`src/rtl/pio_pulse_pkg.sv`:
```
// Shared definitions for the pio_pulse_sequencer codebase slice.
// Holds the command opcodes, the sequencer FSM states and the bit positions
// used in the pio_0 command word and the pio_1 status word.
package pio_pulse_pkg;

    // Command opcodes carried in cmd_word[14:12]; 6 and 7 are illegal.
    typedef enum logic [2:0] {
        OP_NOP        = 3'd0,
        OP_LOAD_DELAY = 3'd1,
        OP_LOAD_WIDTH = 3'd2,
        OP_ARM        = 3'd3,
        OP_ABORT      = 3'd4,
        OP_CLR_ERR    = 3'd5
    } op_e;

    typedef enum logic [1:0] {
        IDLE  = 2'd0,
        ARMED = 2'd1,
        DELAY = 2'd2,
        HIGH  = 2'd3
    } state_e;

    // Status word bit positions; bits 3:0 carry pulses_done[3:0].
    localparam int unsigned ST_ACK   = 7;
    localparam int unsigned ST_ARMED = 6;
    localparam int unsigned ST_RUN   = 5;
    localparam int unsigned ST_ERR   = 4;

    // Command word toggle strobe position.
    localparam int unsigned CMD_TOGGLE = 15;

endpackage

```
`src/rtl/sync_edge_det.sv`:
```
// Two-flop synchroniser followed by a registered rising-edge detector.
// An input edge produces a single-cycle rise_o pulse three clocks later.
//
// Ports:
//   clk    - destination clock
//   reset  - asynchronous, active-high reset; all flops clear to 0
//   d_i    - asynchronous input level
//   rise_o - one-cycle pulse on a synchronised rising edge of d_i
module sync_edge_det (
    input  logic clk,
    input  logic reset,
    input  logic d_i,
    output logic rise_o
);

    logic sync1_q;
    logic sync2_q;
    logic prev_q;
    logic rise_q;
    logic rise_d;

    assign rise_d = sync2_q & ~prev_q;

    always_ff @(posedge clk or posedge reset) begin
        if (reset) begin
            sync1_q <= 1'b0;
            sync2_q <= 1'b0;
            prev_q  <= 1'b0;
            rise_q  <= 1'b0;
        end else begin
            sync1_q <= d_i;
            sync2_q <= sync1_q;
            prev_q  <= sync2_q;
            rise_q  <= rise_d;
        end
    end

    assign rise_o = rise_q;

endmodule

```
`src/rtl/pio_pulse_sequencer.sv`:
```
// Triggered delay/width pulse sequencer driven by the HPS through pio_0 and
// reporting back through pio_1.
//
// Ports:
//   clk         - fabric clock (clk_clk domain)
//   reset       - asynchronous, active-high reset
//   cmd_word    - [15] toggle strobe, [14:12] opcode, [11:0] operand
//   trig_in     - asynchronous external trigger
//   status_word - [7] ack toggle, [6] armed, [5] running, [4] err,
//                 [3:0] pulses_done[3:0]
//   pulse_out   - registered timing pulse
module pio_pulse_sequencer
    import pio_pulse_pkg::*;
#(
    parameter int unsigned CNT_W    = 12,
    parameter int unsigned PRESCALE = 1
) (
    input  logic        clk,
    input  logic        reset,
    input  logic [15:0] cmd_word,
    input  logic        trig_in,
    output logic [7:0]  status_word,
    output logic        pulse_out
);

    localparam logic [7:0]       PreMax = 8'(PRESCALE - 1);
    localparam logic [CNT_W-1:0] CntOne = CNT_W'(1);

    state_e           state_q, state_d;
    logic [CNT_W-1:0] delay_q, delay_d;
    logic [CNT_W-1:0] width_q, width_d;
    logic [CNT_W-1:0] cnt_q, cnt_d;
    logic [7:0]       count_q, count_d;
    logic [7:0]       pulses_done_q, pulses_done_d;
    logic [7:0]       presc_q, presc_d;
    logic             toggle_q, toggle_d;
    logic             err_q, err_d;
    logic             soft_trig_q, soft_trig_d;
    logic             pulse_q, pulse_d;

    logic             trig_rise;
    logic             cmd_accept;
    logic [2:0]       opcode;
    logic [CNT_W-1:0] operand;
    logic             abort;
    logic             trig;
    logic             tick;
    logic [7:0]       done_inc;

    sync_edge_det u_trig_sync (
        .clk    (clk),
        .reset  (reset),
        .d_i    (trig_in),
        .rise_o (trig_rise)
    );

    assign cmd_accept = cmd_word[CMD_TOGGLE] != toggle_q;
    assign opcode     = cmd_word[14:12];
    assign operand    = cmd_word[CNT_W-1:0];
    assign trig       = trig_rise | soft_trig_q;
    assign tick       = presc_q == PreMax;
    assign done_inc   = (pulses_done_q == 8'hFF) ? 8'hFF : pulses_done_q + 8'd1;

    always_comb begin
        state_d       = state_q;
        delay_d       = delay_q;
        width_d       = width_q;
        cnt_d         = cnt_q;
        count_d       = count_q;
        pulses_done_d = pulses_done_q;
        toggle_d      = toggle_q;
        err_d         = err_q;
        soft_trig_d   = 1'b0;
        abort         = 1'b0;
        presc_d       = tick ? 8'd0 : presc_q + 8'd1;

        // Commands are decoded before the FSM so ABORT can pre-empt a trigger.
        if (cmd_accept) begin
            toggle_d = cmd_word[CMD_TOGGLE];
            case (opcode)
                OP_NOP: ;
                OP_LOAD_DELAY: begin
                    if (state_q == IDLE) delay_d = operand;
                    else                 err_d   = 1'b1;
                end
                OP_LOAD_WIDTH: begin
                    if (state_q == IDLE) width_d = (operand == '0) ? CntOne : operand;
                    else                 err_d   = 1'b1;
                end
                OP_ARM: begin
                    if (state_q == IDLE) begin
                        state_d       = ARMED;
                        count_d       = operand[7:0];
                        pulses_done_d = 8'd0;
                        soft_trig_d   = operand[8];
                    end else begin
                        err_d = 1'b1;
                    end
                end
                OP_ABORT:   abort = 1'b1;
                OP_CLR_ERR: err_d = 1'b0;
                default:    err_d = 1'b1;
            endcase
        end

        if (abort) begin
            state_d = IDLE;
            cnt_d   = '0;
            presc_d = 8'd0;
        end else begin
            unique case (state_q)
                IDLE: ;
                ARMED: begin
                    if (trig) begin
                        // Restart the prescaler so timing is locked to the trigger.
                        presc_d = 8'd0;
                        if (delay_q == '0) begin
                            state_d = HIGH;
                            cnt_d   = width_q - CntOne;
                        end else begin
                            state_d = DELAY;
                            cnt_d   = delay_q - CntOne;
                        end
                    end
                end
                DELAY: begin
                    if (tick) begin
                        if (cnt_q == '0) begin
                            state_d = HIGH;
                            cnt_d   = width_q - CntOne;
                        end else begin
                            cnt_d = cnt_q - CntOne;
                        end
                    end
                end
                HIGH: begin
                    if (tick) begin
                        if (cnt_q == '0) begin
                            cnt_d         = '0;
                            pulses_done_d = done_inc;
                            // count_q of zero means run forever.
                            if ((count_q != 8'd0) && (done_inc >= count_q)) state_d = IDLE;
                            else                                            state_d = ARMED;
                        end else begin
                            cnt_d = cnt_q - CntOne;
                        end
                    end
                end
            endcase
        end

        pulse_d = state_d == HIGH;
    end

    always_ff @(posedge clk or posedge reset) begin
        if (reset) begin
            state_q       <= IDLE;
            delay_q       <= '0;
            width_q       <= CntOne;
            cnt_q         <= '0;
            count_q       <= 8'd0;
            pulses_done_q <= 8'd0;
            presc_q       <= 8'd0;
            toggle_q      <= 1'b0;
            err_q         <= 1'b0;
            soft_trig_q   <= 1'b0;
            pulse_q       <= 1'b0;
        end else begin
            state_q       <= state_d;
            delay_q       <= delay_d;
            width_q       <= width_d;
            cnt_q         <= cnt_d;
            count_q       <= count_d;
            pulses_done_q <= pulses_done_d;
            presc_q       <= presc_d;
            toggle_q      <= toggle_d;
            err_q         <= err_d;
            soft_trig_q   <= soft_trig_d;
            pulse_q       <= pulse_d;
        end
    end

    // The ack bit is the last-seen toggle, which lags cmd_word[15] by one clock.
    always_comb begin
        status_word           = 8'd0;
        status_word[ST_ACK]   = toggle_q;
        status_word[ST_ARMED] = state_q == ARMED;
        status_word[ST_RUN]   = (state_q == DELAY) || (state_q == HIGH);
        status_word[ST_ERR]   = err_q;
        status_word[3:0]      = pulses_done_q[3:0];
    end

    assign pulse_out = pulse_q;

endmodule

```
`config.mk`:
```
export PLATFORM = sky130hd
export DESIGN_NAME = pio_pulse_sequencer
export DESIGN_NICKNAME = d
export VERILOG_FILES = /design/src/rtl/pio_pulse_pkg.sv /design/src/rtl/sync_edge_det.sv /design/src/rtl/pio_pulse_sequencer.sv
export SDC_FILE = /design/constraint.sdc
export NUM_CORES = 1
export LEC_CHECK = 0
export CAP_MARGIN = 40
export CORE_MARGIN = 2
export CORE_UTILIZATION = 59
export DETAILED_ROUTE_END_ITERATION = 16
export PLACE_DENSITY_LB_ADDON = 0.1
export SLEW_MARGIN = 15
export SYNTH_ARGS = -nofsm -noshare
export SYNTH_HDL_FRONTEND = slang
export SYNTH_HIERARCHICAL = 1
export SYNTH_SLANG_ARGS = --single-unit
```
`constraint.sdc`:
```
create_clock -name clk -period 3.66 [get_ports clk]
set_input_delay 0.549 -clock clk [delete_from_list [all_inputs] [get_ports clk]]
set_output_delay 0.549 -clock clk [all_outputs]
set_load 0.005 [all_outputs]
```
==> results of run 1 <==
## synth_stat cells (3+ instances only)
cell	instances
buf_2	3
mux2_2	25
ha_1	14
nor2b_1	4
nand2b_1	5
and2_1	6
inv_1	23
a21oi_1	19
xnor2_1	10
o21ai_0	26
a311oi_1	5
clkbuf_1	11
nand3_1	18
nand3b_1	4
mux2i_1	4
nand2_1	40
dfrtp_1	69
a22oi_1	4
or3_1	4
o31ai_1	4
and3_1	11
nor4_1	10
nor2_1	33
o211ai_1	4
buf_4	6
a22o_1	5
nor3_1	15
xor2_1	18
a21o_1	3
## how the worst max path moves through the flow
stage / start / end / cells past startpoint
after floorplan: pulses_done_q[0] / state_q[0] / 13
after global placement: cmd_word[15] / cnt_q[9] / 7
after detailed placement: pulses_done_q[0] / state_q[0] / 12
after CTS: pulses_done_q[0] / state_q[0] / 12
after global routing: pulses_done_q[0] / state_q[0] / 12
final: pulses_done_q[0] / state_q[0] / 12
## per-stage QoR
| stage | util (%) | area, um^2 |
|---|---|---|
| 2_1_floorplan | - | 4155 |
| 3_3_place_gp | 65.86 | 4474 |
| 3_5_place_dp | 65.93 | 4479 |
| 4_1_cts | 69.19 | 4701 |
| 5_1_grt | 69.19 | 4701 |
| 6_report | 69.19 | 4701 |
## report_power, final
part / switching (mW) / internal [mW] / total (mW) / leakage, nW
Combinational: 0.835 / 0.703 / 1.54 / 1.13
Clock: 0.324 / 0.386 / 0.710 / 0.106
Sequential: 0.301 / 1.05 / 1.35 / 0.890
Total: 1.46 / 2.14 / 3.60 / 2.13
## worst register-to-register path: cells and delay by family, from the launching register on
kind	cells	cell delay, ps
adders and majority gates	2	490
and+or+nand+nor	7	1350
AOI/OAI and AO/OA	3	640
DFF	1	430
## sequential cells by signal, summed over array words and instances, names as in the netlist, 2 cells and up
register / flops
delay_q: 12
count_q: 8
pulses_done_q: 8
state_q: 2
cnt_q: 12
width_q: 12
presc_q: 8
## cells by family after synthesis
family	Yosys count
AO/OA/AOI/OAI	88
flip-flops	70
multiplexers	29
buffers and inverters	46
adder cells (fa/ha/maj)	14
AND/OR/NAND/NOR	168
XOR/XNOR	28
## routing by layer
layer	up-vias	share of wire, %	wire length [um]	GRT usage [%]
met5	-	0	0	0
met4	0	2.5	238	10.35
met3	22	4.0	374	6.032
met2	81	48	4503	41.87
met1	1661	45	4248	35.05
li1	1626	-	-	-
## cell type report
type                            instances  share of cell area (%)
Sequential cell                        70                   37.29
Clock buffer                            9                   2.635
Multi-Input combinational cell        327                   46.98
Inverter                               24                   1.916
Clock inverter                          7                   2.076
Timing Repair Buffer                   32                   6.548
Tap cell                               96                   2.555
==> metrics.md, run 1 <==
| Metric | Value |
|---|---|
| Status | `complete, no violations` |
| Starting density of the core | `61.16%` |
| CP endpoint kind | `register` |
| CP cell instances | `ha_1 > and3_1 > and3_1 > nand3_1 > and2_1 > ha_1 > nand2b_1 > a2111oi_0 > nand4b_1 > nand2_1 > a31oi_1 > o21a_1` |
| VDD IR-drop max | `0.3357 mV` |
| Pre-Repair DR Iteration Count | `5` |
| R2r endpoint | `state_q[0]` |
| Pin count of the biggest net entering global routing | `34` |
| Drt drc | `0` |
| NumNets Final | `497` |
| Final worst slack | `698.3 ps` |
| CP Max Fanout | `9` |
| Clk_skew | `8.957 ps` |
| Post-synthesis sequential area ratio | `42.19%` |
| Cells after synthesis | `443` |
| Commonest register cell after synthesis | `dfrtp_1` |
| Syn Area/Cell | `9.380 um^2` |
| Post-synth top area cell | `dfrtp_1` |
| Synthesized Nets | `476` |
| RSZ-0062 raised after global routing | `no` |
| Crit-path max cell delay | `430 ps` |
| R2R setup slack | `700 ps` |
| Post-CTS Hold Buffers | `0` |
| Worst Path Arrival | `3260 ps` |
| Io pins | `28` |
| Synth Area in XOR/XNOR | `5.902%` |
| Commonest non-fill, non-tap cell in the layout | `dfrtp_1` |
| Post-Synth Adder-Cell Area | `4.216%` |
| Core Rows | `30` |
| Synth Area in Compound Gates | `13.85%` |
| Hold Vio Cnt, Final | `0` |
| Post-route antenna net violation count | `0` |
| Area of the mapped netlist | `4155 um^2` |
| Core area | `6794 um^2` |
| Reported max-cap violation count | `0` |
| Root Buffer | `clkbuf_8` |
| Distinct cells, synth | `60` |
| Post-Layout Cell Count | `565` |
| Synth async-reset ratio | `100.0%` |
| Kind of critical path | `reg2reg` |
| Leakage power | `2.127 nW` |
| Hold_sp | `u_trig_sync/sync1_q` |
| Simple logic cell fraction of the synthesized area | `21.32%` |
| Die Area | `7730 um^2` |
| Pwr dens | `765.5 nW/um^2` |
| Crit path time final | `2962 ps` |
| FF+latch count, synth | `70` |
| # fillers | `538` |
| Setup TNS | `0 ps` |
| WP data required | `3960 ps` |
| Port bufs | `27` |
| Main combinational cell family by area after synthesis | `simple AND/OR/NAND/NOR gates` |
| Worst hold-check path type | `reg2reg` |
| Path depth of the worst reg2reg path | `12` |
| Final worst-path cycle share | `80.92%` |
| Worst Hold Path EP | `u_trig_sync/sync2_q` |
| Most frequent cells in the layout | `69 x dfrtp_1, 40 x nand2_1, 33 x nor2_1` |
| Initial antenna violation count | `0` |
| Slew margin rel. | `44.83%` |
| Final setup violation count | `0` |
| Top cells by area, synth | `dfrtp_1 42%, mux2_2 6.8%, ha_1 4.2%` |
| CTS tree | `built` |
| Critical path's slowest cell | `dfrtp_1` |
| Post-CTS setup repair buffer count | `0` |
| Clock Latency Late Sink | `360 ps` |
| Hold path depth | `0` |
| CP Buf/Inv Count | `0` |
| CTS buffer count | `9` |
| Post_cts resized | `0` |
| Footprint of the multi-input gates | `2208 um^2` |
| EDFF count, synth | `0` |
| Global Route Usage Sum | `26.32%` |
| Critical path startpoint category | `register` |
| Clk pin slew, worst setup/hold paths | `80 ps` |
| FF-to-FF Start | `pulses_done_q[0]` |
| Via Count | `3390` |
| Area Growth Syn to Fin | `13.13%` |
| Share of layout cells above drive strength 1 | `11.94%` |
| WL/cell | `16.57 um` |
| Post-DP HPWL | `6915 um` |
| Longest Clk Path Bufs | `2` |
| FMAX | `337.6 MHz` |
| Via density | `6.000` |
| Final Max Tran Viols | `0` |
| Htree depth | `3` |
| WHS | `366.3 ps` |
| First-pass GRT wire length | `15510 um` |
| Placer congestion estimate | `0.8459` |
| Vias in the first global route | `3287` |
| Mux share of post-synthesis cell area | `7.739%` |
| Total chip power | `3.599 mW` |
| Drt total wl | `9364 um` |
| Grt total ovfl | `0` |
| Placed Cells | `549` |
| Dpl ws | `714.8 ps` |
| Die height | `87.92 um` |
| Post-synth top area share | `41.55%` |
| Sequential cell area | `1753 um^2` |
| # diodes | `0` |
| Yosys Warn Count | `6` |
| Clock Sinks | `70` |
| Delay-heaviest family, CP | `simple AND/OR/NAND/NOR gates` |
| Drt initial violations | `163` |
| Die width | `87.92 um` |
| Least-Margin Pin Slew | `819.9 ps` |
No activity file was read; power rests on OpenSTA's default activity.
==> run 2: changes to the inputs <==
Clock period 3.66 ns to 3 ns, I/O delays scaled along.
==> metrics.md, run 2 (synthesized netlist as in run 1, its figures left out) <==
| Metric | Value |
|---|---|
| Status | `complete, no violations` |
| Via density | `5.935 (-1.1%)` |
| First-pass GRT wire length | `15730 um (+1.4%)` |
| Post-route antenna net violation count | `0 (unchanged)` |
| Post_cts resized | `0 (unchanged)` |
| CP endpoint kind | `register` |
| CTS buffer count | `9 (unchanged)` |
| WL/cell | `16.75 um (+1.0%)` |
| Drt drc | `0 (unchanged)` |
| Pin count of the biggest net entering global routing | `57 (+68%)` |
| Worst Path Arrival | `3070 ps (-190 ps)` |
| Most frequent cells in the layout | `69 x dfrtp_1, 40 x nand2_1, 33 x nor2_1` |
| Crit-path max cell delay | `430 ps (about the same)` |
| Grt total ovfl | `0 (unchanged)` |
| Hold Vio Cnt, Final | `0 (unchanged)` |
| FMAX | `360.6 MHz (+6.8%)` |
| Final Max Tran Viols | `0 (unchanged)` |
| Clock Latency Late Sink | `360 ps (about the same)` |
| Post-CTS Hold Buffers | `0 (unchanged)` |
| Final worst slack | `226.8 ps (-471.5 ps)` |
| Clock Sinks | `70 (unchanged)` |
| Post-DP HPWL | `6945 um (+0.43%)` |
| Die height | `87.92 um (unchanged)` |
| Pwr dens | `931.4 nW/um^2 (+22%)` |
| Io pins | `28 (unchanged)` |
| Crit path time final | `2773 ps (-188.5 ps)` |
| CP Max Fanout | `6 (-3)` |
| Die width | `87.92 um (unchanged)` |
| RSZ-0062 raised after global routing | `no` |
| Die Area | `7730 um^2 (unchanged)` |
| # fillers | `561 (+4.3%)` |
| Pre-Repair DR Iteration Count | `5 (unchanged)` |
| VDD IR-drop max | `0.4413 mV (+31%)` |
| Leakage power | `2.152 nW (+1.2%)` |
| Core Rows | `30 (unchanged)` |
| Port bufs | `27 (unchanged)` |
| Final worst-path cycle share | `92.44% (+12 points)` |
| Setup TNS | `0 ps (unchanged)` |
| Post-CTS setup repair buffer count | `0 (unchanged)` |
| Critical path startpoint category | `register` |
| Drt initial violations | `277 (+70%)` |
| Vias in the first global route | `3239 (-1.5%)` |
| Worst hold-check path type | `in2async` |
| CTS tree | `built` |
| Via Count | `3383 (-0.21%)` |
| Htree depth | `3 (unchanged)` |
| Global Route Usage Sum | `26.66% (+0.35 points)` |
| Area Growth Syn to Fin | `14.21%` |
| Dpl ws | `311.3 ps (-403.6 ps)` |
| Clk_skew | `12.65 ps (+3.693 ps)` |
| Drt total wl | `9545 um (+1.9%)` |
| Kind of critical path | `reg2reg` |
| Critical path's slowest cell | `dfrtp_1` |
| Final setup violation count | `0 (unchanged)` |
| Starting density of the core | `61.16% (unchanged)` |
| CP cell instances | `ha_1 > and3_1 > and3_1 > nand3_1 > and2_1 > ha_1 > nand2b_1 > a2111oi_0 > nand4b_1 > nand2_1 > a31oi_1 > o21a_1` |
| Initial antenna violation count | `0 (unchanged)` |
| Core area | `6794 um^2 (unchanged)` |
| NumNets Final | `502 (+1.0%)` |
| Share of layout cells above drive strength 1 | `12.66% (+0.72 points)` |
| Clk pin slew, worst setup/hold paths | `80 ps (about the same)` |
| Largest regs | `cnt_q x12, delay_q x12, width_q x12` |
| Least-Margin Pin Slew | `825.6 ps (+5.694 ps)` |
| Slew margin rel. | `44.45% (-0.38 points)` |
| Root Buffer | `clkbuf_8` |
| Placer congestion estimate | `0.8525 (+0.78%)` |
| # diodes | `0 (unchanged)` |
| WP data required | `3300 ps (-660 ps)` |
| Commonest non-fill, non-tap cell in the layout | `dfrtp_1` |
| Reported max-cap violation count | `0 (unchanged)` |
| Longest Clk Path Bufs | `2 (unchanged)` |
==> run 2: final cells by class <==
type	count	area (um^2)	area share (%)
Multi-Input combinational cell	327	2203	46.43
Sequential cell	70	1753	36.94
Timing Repair Buffer	37	357.8	7.540
Clock buffer	9	123.9	2.610
Tap cell	96	120.1	2.531
Clock inverter	7	97.59	2.056
Inverter	24	90.09	1.898
==> run 2: metal layers <==
layer	vias up	wire, um	GRT usage (%)
met1	1636	4365	35.80
met5	-	0	0
li1	1639	-	-
met4	0	167	9.371
met3	15	382	5.090
met2	93	4630	43.39
==> run 2: path summary, 6_finish.rpt <==
| check | start | to | slack [ps] | cells past startpoint |
|---|---|---|---|---|
| max | pulses_done_q[0] | state_q[0] | 230 | 12 |
| min | reset | u_trig_sync/sync1_q | 330 | 2 |
| max reg2reg | pulses_done_q[0] | state_q[0] | 230 | 12 |
| min reg2reg | u_trig_sync/sync1_q | u_trig_sync/sync2_q | 350 | 0 |
| max in group asynchronous | reset | width_q[0] | 2020 | 3 |
| min in group clk | u_trig_sync/sync1_q | u_trig_sync/sync2_q | 350 | 0 |
==> run 2: report_power, final <==
group          leakage [nW]  internal, mW  total (mW)  switching [mW]
Clock                 0.106         0.471       0.867           0.396
Sequential            0.890          1.28        1.67           0.386
Combinational          1.16         0.878        1.89            1.01
Total                  2.15          2.63        4.42            1.79
==> run 2: per-stage QoR <==
step | hold WS (ps) | total power [mW] | util [%] | std cells | area (um^2)
after floorplan | 216.1 | 3.003 | - | 443 | 4155
after global placement | 336.0 | 3.482 | 66.59 | 554 | 4524
after detailed placement | 344.1 | 3.543 | 66.59 | 554 | 4524
after CTS | 321.1 | 4.428 | 69.85 | 570 | 4746
after global routing | 364.5 | 4.749 | 69.85 | 570 | 4746
final | 331.2 | 4.420 | 69.85 | 570 | 4746
==> run 2: worst max-delay path, delay by kind of cell (launching register included) <==
family | cells | cell delay, ps
compound gates | 3 | 680
fa+ha+maj | 2 | 480
flops | 1 | 430
simple gates | 7 | 1110
